### src/rtl/psa_pkg.sv
// Shared types and saturation constants for the parallel sub-word adder.
package psa_pkg;

  typedef enum logic [1:0] {
    IDLE = 2'd0,
    BUSY = 2'd1,
    DONE = 2'd2
  } psa_state_e;

  function automatic logic [31:0] lane_max(input int lane_w);
    return (32'd1 << (lane_w - 1)) - 32'd1;
  endfunction

  function automatic logic [31:0] lane_min(input int lane_w);
    return 32'd1 << (lane_w - 1);
  endfunction

endpackage

### src/rtl/psa_lane.sv
// One signed lane: add or subtract with overflow detection and optional saturation.
module psa_lane
  import psa_pkg::*;
#(
  parameter int LANE_W = 4
) (
  input  logic [LANE_W-1:0] a,
  input  logic [LANE_W-1:0] b,
  input  logic              sub,
  input  logic              sat_en,
  output logic [LANE_W-1:0] res,
  output logic              ovfl
);

  localparam logic [LANE_W-1:0] SAT_MAX = LANE_W'(lane_max(LANE_W));
  localparam logic [LANE_W-1:0] SAT_MIN = LANE_W'(lane_min(LANE_W));

  logic [LANE_W:0] ext_a_s;
  logic [LANE_W:0] ext_b_s;
  logic [LANE_W:0] r_s;

  assign ext_a_s = {a[LANE_W-1], a};
  assign ext_b_s = {b[LANE_W-1], b};

  // Extended-precision result; the top two bits disagree exactly on overflow
  always_comb begin
    if (sub) begin
      r_s = ext_a_s - ext_b_s;
    end else begin
      r_s = ext_a_s + ext_b_s;
    end
  end

  assign ovfl = r_s[LANE_W] ^ r_s[LANE_W-1];

  // Clamp toward the true sign of r when saturating, otherwise keep the wrapped bits
  always_comb begin
    if (ovfl && sat_en) begin
      if (r_s[LANE_W]) begin
        res = SAT_MIN;
      end else begin
        res = SAT_MAX;
      end
    end else begin
      res = r_s[LANE_W-1:0];
    end
  end

endmodule

### src/rtl/psa_seq.sv
// Multi-cycle parallel sub-word adder/subtractor: LANES_PER_CYC lanes per clock
// under a start/busy/done handshake.
module psa_seq
  import psa_pkg::*;
#(
  parameter  int LANE_W        = 4,
  parameter  int NUM_LANES     = 4,
  parameter  int LANES_PER_CYC = 1,
  localparam int DATA_W        = LANE_W * NUM_LANES
) (
  input  logic                 clk,
  input  logic                 rst_n,
  input  logic                 start,
  input  logic [DATA_W-1:0]    A,
  input  logic [DATA_W-1:0]    B,
  input  logic                 sub,
  input  logic                 sat_en,
  output logic                 busy,
  output logic                 done,
  output logic [DATA_W-1:0]    Sum,
  output logic [NUM_LANES-1:0] lane_ovfl,
  output logic                 Error
);

  localparam int N_CHUNK = NUM_LANES / LANES_PER_CYC;
  localparam int CHUNK_W = LANE_W * LANES_PER_CYC;
  localparam int CNT_W   = (N_CHUNK > 1) ? $clog2(N_CHUNK) : 1;
  localparam logic [CNT_W-1:0] LAST_CNT = CNT_W'(N_CHUNK - 1);

  psa_state_e          state_r;
  logic [CNT_W-1:0]    cnt_r;
  logic [DATA_W-1:0]   a_r;
  logic [DATA_W-1:0]   b_r;
  logic                sub_r;
  logic                sat_r;

  int                     lane_base_s;
  logic [CHUNK_W-1:0]     chunk_a_s;
  logic [CHUNK_W-1:0]     chunk_b_s;
  logic [CHUNK_W-1:0]     chunk_res_s;
  logic [LANES_PER_CYC-1:0] chunk_ovfl_s;
  logic [DATA_W-1:0]      sum_nxt_s;
  logic [NUM_LANES-1:0]   ovfl_nxt_s;

  // Select the current chunk of captured operands and merge its results into the held outputs
  always_comb begin
    lane_base_s = int'(cnt_r) * LANES_PER_CYC;
    chunk_a_s   = a_r[lane_base_s*LANE_W +: CHUNK_W];
    chunk_b_s   = b_r[lane_base_s*LANE_W +: CHUNK_W];
    sum_nxt_s   = Sum;
    sum_nxt_s[lane_base_s*LANE_W +: CHUNK_W] = chunk_res_s;
    ovfl_nxt_s  = lane_ovfl;
    ovfl_nxt_s[lane_base_s +: LANES_PER_CYC] = chunk_ovfl_s;
  end

  for (genvar g = 0; g < LANES_PER_CYC; g++) begin : g_lane
    psa_lane #(
      .LANE_W(LANE_W)
    ) u_lane (
      .a      (chunk_a_s[g*LANE_W +: LANE_W]),
      .b      (chunk_b_s[g*LANE_W +: LANE_W]),
      .sub    (sub_r),
      .sat_en (sat_r),
      .res    (chunk_res_s[g*LANE_W +: LANE_W]),
      .ovfl   (chunk_ovfl_s[g])
    );
  end

  // Control FSM with operand capture and registered handshake/result outputs
  always_ff @(posedge clk or negedge rst_n) begin
    if (!rst_n) begin
      state_r   <= IDLE;
      cnt_r     <= {CNT_W{1'b0}};
      a_r       <= {DATA_W{1'b0}};
      b_r       <= {DATA_W{1'b0}};
      sub_r     <= 1'b0;
      sat_r     <= 1'b0;
      busy      <= 1'b0;
      done      <= 1'b0;
      Sum       <= {DATA_W{1'b0}};
      lane_ovfl <= {NUM_LANES{1'b0}};
    end else begin
      case (state_r)
        IDLE: begin
          if (start) begin
            a_r       <= A;
            b_r       <= B;
            sub_r     <= sub;
            sat_r     <= sat_en;
            cnt_r     <= {CNT_W{1'b0}};
            Sum       <= {DATA_W{1'b0}};
            lane_ovfl <= {NUM_LANES{1'b0}};
            busy      <= 1'b1;
            done      <= 1'b0;
            state_r   <= BUSY;
          end else begin
            state_r <= IDLE;
          end
        end
        BUSY: begin
          Sum       <= sum_nxt_s;
          lane_ovfl <= ovfl_nxt_s;
          if (cnt_r == LAST_CNT) begin
            cnt_r   <= {CNT_W{1'b0}};
            busy    <= 1'b0;
            done    <= 1'b1;
            state_r <= DONE;
          end else begin
            cnt_r   <= cnt_r + CNT_W'(1);
          end
        end
        DONE: begin
          done    <= 1'b0;
          state_r <= IDLE;
        end
        default: begin
          busy    <= 1'b0;
          done    <= 1'b0;
          state_r <= IDLE;
        end
      endcase
    end
  end

  assign Error = |lane_ovfl;

endmodule

### config.mk
export PLATFORM = sky130hd
export DESIGN_NAME = psa_seq
export DESIGN_NICKNAME = d
export VERILOG_FILES = /design/src/rtl/psa_pkg.sv /design/src/rtl/psa_lane.sv /design/src/rtl/psa_seq.sv
export SDC_FILE = /design/constraint.sdc
export NUM_CORES = 1
export LEC_CHECK = 0
export BUFFER_PORTS_ARGS = -buffer_cell sky130_fd_sc_hd__buf_4
export CAP_MARGIN = 20
export CELL_PAD_IN_SITES_DETAIL_PLACEMENT = 1
export CELL_PAD_IN_SITES_GLOBAL_PLACEMENT = 1
export CORE_MARGIN = 2
export CORE_UTILIZATION = 41
export CTS_BUF_LIST = sky130_fd_sc_hd__clkbuf_2 sky130_fd_sc_hd__clkbuf_4 sky130_fd_sc_hd__clkbuf_8
export CTS_CLUSTER_DIAMETER = 200
export DETAILED_ROUTE_END_ITERATION = 10
export PLACE_DENSITY = 0.9
export SYNTH_ARGS = -nofsm -noshare
export SYNTH_HDL_FRONTEND = slang
export SYNTH_SLANG_ARGS = --single-unit
### constraint.sdc
create_clock -name clk -period 4 [get_ports clk]
set_input_delay 0.2 -clock clk [delete_from_list [all_inputs] [get_ports clk]]
set_output_delay 0.2 -clock clk [all_outputs]
set_load 0.01 [all_outputs]
==> impl_metrics.csv <==
group,metric,value,unit
status,run_status,"completed",
yosys,ys_warn_count,0,
yosys,ys_ff_latch,60,
global_routing,met1_usage,23.66,%
worst_setup_path,cp-end-kind,"flip-flop",
global_routing,grt_use_met3,5.868,%
place,dp.final_hpwl,5138,microns
global_routing,grt_util_all_layers,19.07,%
worst_setup_path,worstSetupPathType,"flip-flop to flip-flop",
hold_path,hold_class,"primary input to flip-flop",
job,cap_viol_max_count,0,
clocking,tritoncts,"done",
floorplan,dieHeight,89.87,microns
yosys,ys_seq_area_share,49.67,%
yosys,synth_edf_count,0,
route,drt-total-wl,7089,microns
yosys,syn_area,3023,sq um
timing,setup_viol,0,
floorplan,dieWidth,89.87,microns
clocking,cts_sinks,60,
clocking,clockBufferDepth,2,
worst_setup_path,rrSetupSlack,230,ps
timing,finalCriticalPeriod,3768,ps
layout,area_growth,26.70,%
timing,rsz0062_at_grt,"no",
place,io_buffers,59,
yosys,synth_top_family_by_area,"multiplexers",
timing,fin_skew,8.587,ps
route,ant_nets,0,
route,avgRoutedWirePerCell,17.00,microns
worst_setup_path,arrival,3990,ps
global_routing,grt_antenna_before_repair,0,
timing,finalHoldViolations,0,
yosys,avgSynthCellArea,12.24,sq um
layout,fin_area,3830,sq um
worst_setup_path,cp-start-kind,"flip-flop",
global_routing,grtUsageMet2,32.95,%
yosys,synthXorXnorAreaFrac,1.863,%
global_routing,grt_pass1_wl,12150,microns
route,viasPerCell,5.288,
place,place_worst_setup_slack,258.9,ps
timing,max_freq,0.2654,GHz
layout,n_antenna_cell,0,
global_routing,top_usage_layer,"met2",
worst_setup_path,cp_data_required_time,4230,ps
yosys,synthCells,247,
worst_setup_path,path_cells,"mux4_2, inv_1, ha_1, mux2_2, fa_1, nor2b_1, o21ai_0, nor3b_2, or3_1, a32o_1, a22o_1",
global_routing,grt_max_degree,61,
clocking,htreeDepth,3,
yosys,synth_mux_area_share,18.75,%
yosys,ys.flop_type,"dfrtp_1",
route,num_vias,2205,
timing,drv_slew,0,
floorplan,core_area,7214,sq um
yosys,ys_types,45,
floorplan,ioPinCount,60,
clocking,clkTransAtPathRegs,70,ps
layout,layout.nets,360,
yosys,synth.area.top_cells,"dfrtp_1 (50%), mux2_2 (13%), mux4_2 (5.2%), ha_1 (3.7%), nand2_1 (3.0%)",
yosys,async_flop_share,100.0,%
clocking,numCtsBuffers,9,
layout,final_common_cell,"buf_4",
clocking,clockRootBuffer,"clkbuf_8",
worst_setup_path,cp_slowest_stage_delay,610,ps
route,dr.first_iter.drc_count,57,
global_routing,overflow,0,
worst_setup_path,cpMaxStageDelayCell,"mux4_2",
clocking,clock_latency,340,ps
floorplan,start_util,41.90,%
timing,tns,0,ps
worst_setup_path,cp_max_fo,11,
floorplan,fp.dieArea,8076,sq um
timing,period_share,94.21,%
global_routing,grt_pass1_vias,2442,
layout,drive_above_1_share,41.51,%
route,dr.pass1.iters,4,
route,drc,0,
yosys,yosys.area_share.simple,11.34,%
timing,hold_ws,67.20,ps
place,placed_area,3575,sq um
floorplan,row_count,31,
timing,slew_headroom,34.67,%
timing,setup_ws,231.8,ps
yosys,netlist.area_leader.share,49.67,%
yosys,synth_nets,294,
layout,mostFrequentLayoutCells,"buf_4 (61), dfrtp_1 (60), mux2_2 (34), nand2_1 (24)",
place,gp_congestion,0.8071,
worst_setup_path,cp_top_family,"multiplexers",
yosys,synth.largest_area_cell,"dfrtp_1",
yosys,synthAdderAreaFrac,4.387,%
yosys,synth_compound_area_share,11.47,%
worst_setup_path,critical_path_buf_inv_count,1,
timing,worst_slew_pin_slew,971.1,ps
[flip-flops by register name, summed over array words and instances (netlist names), 2 cells and up]
register	cells
Sum	16
a_r	16
b_r	16
cnt_r	2
lane_ovfl	4
state_r	2
[Yosys cell counts, types with 2 or more instances]
master / n
ha_1: 9
a21oi_1: 3
mux2_2: 34
and3_1: 2
o211ai_1: 3
o21a_1: 2
o31ai_1: 3
nand2b_1: 5
clkbuf_1: 5
nand3_1: 2
nor3_1: 2
o21ai_0: 12
inv_1: 10
mux4_2: 7
or4_1: 2
nand2_1: 24
nor2_1: 7
a22o_1: 5
xnor2_1: 2
and2_1: 9
a32oi_1: 4
dfrtp_1: 60
a31o_2: 8
nor2b_1: 4
o22ai_1: 2
nor3b_1: 2
[worst min-delay path: stages]
cell     delay (ps)
buf_4            80
nand2_1          30
o21ai_0          60
[area by class of cell]
type / instances / area (sq um)
repair buffers: 62 / 467.9
flip-flops and latches: 60 / 1501
multi-input cells: 169 / 1455
inverters: 11 / 41.29
clock buffers: 13 / 172.7
well taps: 99 / 123.9
clock inverters: 3 / 67.56
fillers: 796 / 3385
[final timing paths]
kind                                    to  depth (start not counted)     start
worst max-delay path                Sum[6]                         11  cnt_r[0]
worst max register to register      Sum[6]                         11  cnt_r[0]
max in group asynchronous       state_r[0]                          2     rst_n
worst min-delay path                 sat_r                          3    sat_en
min in group asynchronous           Sum[9]                          2     rst_n
worst min register to register      b_r[6]                          1    b_r[6]
[repair_timing]
item,in CTS,in global routing
setup buffers,0,0
hold buffers,1,0
gates resized for setup,0,1
endpoints found under the hold margin,60,0
setup endpoints to repair,0,16
[metal layers]
metal,wire (microns),part of all wire (%),vias up
li1,-,-,1037
met1,2959,42,1100
met2,3745,53,59
met3,321,4.5,9
met4,61,0.86,0
met5,0,0,-
[cells by family (layout without fill, tap and decap cells)]
group,Yosys count,after routing
AND/OR/NAND/NOR,65,65
flip-flops,60,60
AO/OA/AOI/OAI,48,48
multiplexers,42,42
buffers and inverters,18,89
adder cells (fa/ha/maj),10,10
XOR/XNOR,4,4
[through the flow]
stage,cells,util (%)
after floorplan,247,-
after global placement,400,49.55
after detailed placement,400,49.55
after CTS,417,53.02
after global routing,417,53.09
final,417,53.09
Power is not shown: default switching activity piles up to over one toggle a cycle in this logic, so the estimate is an artifact.
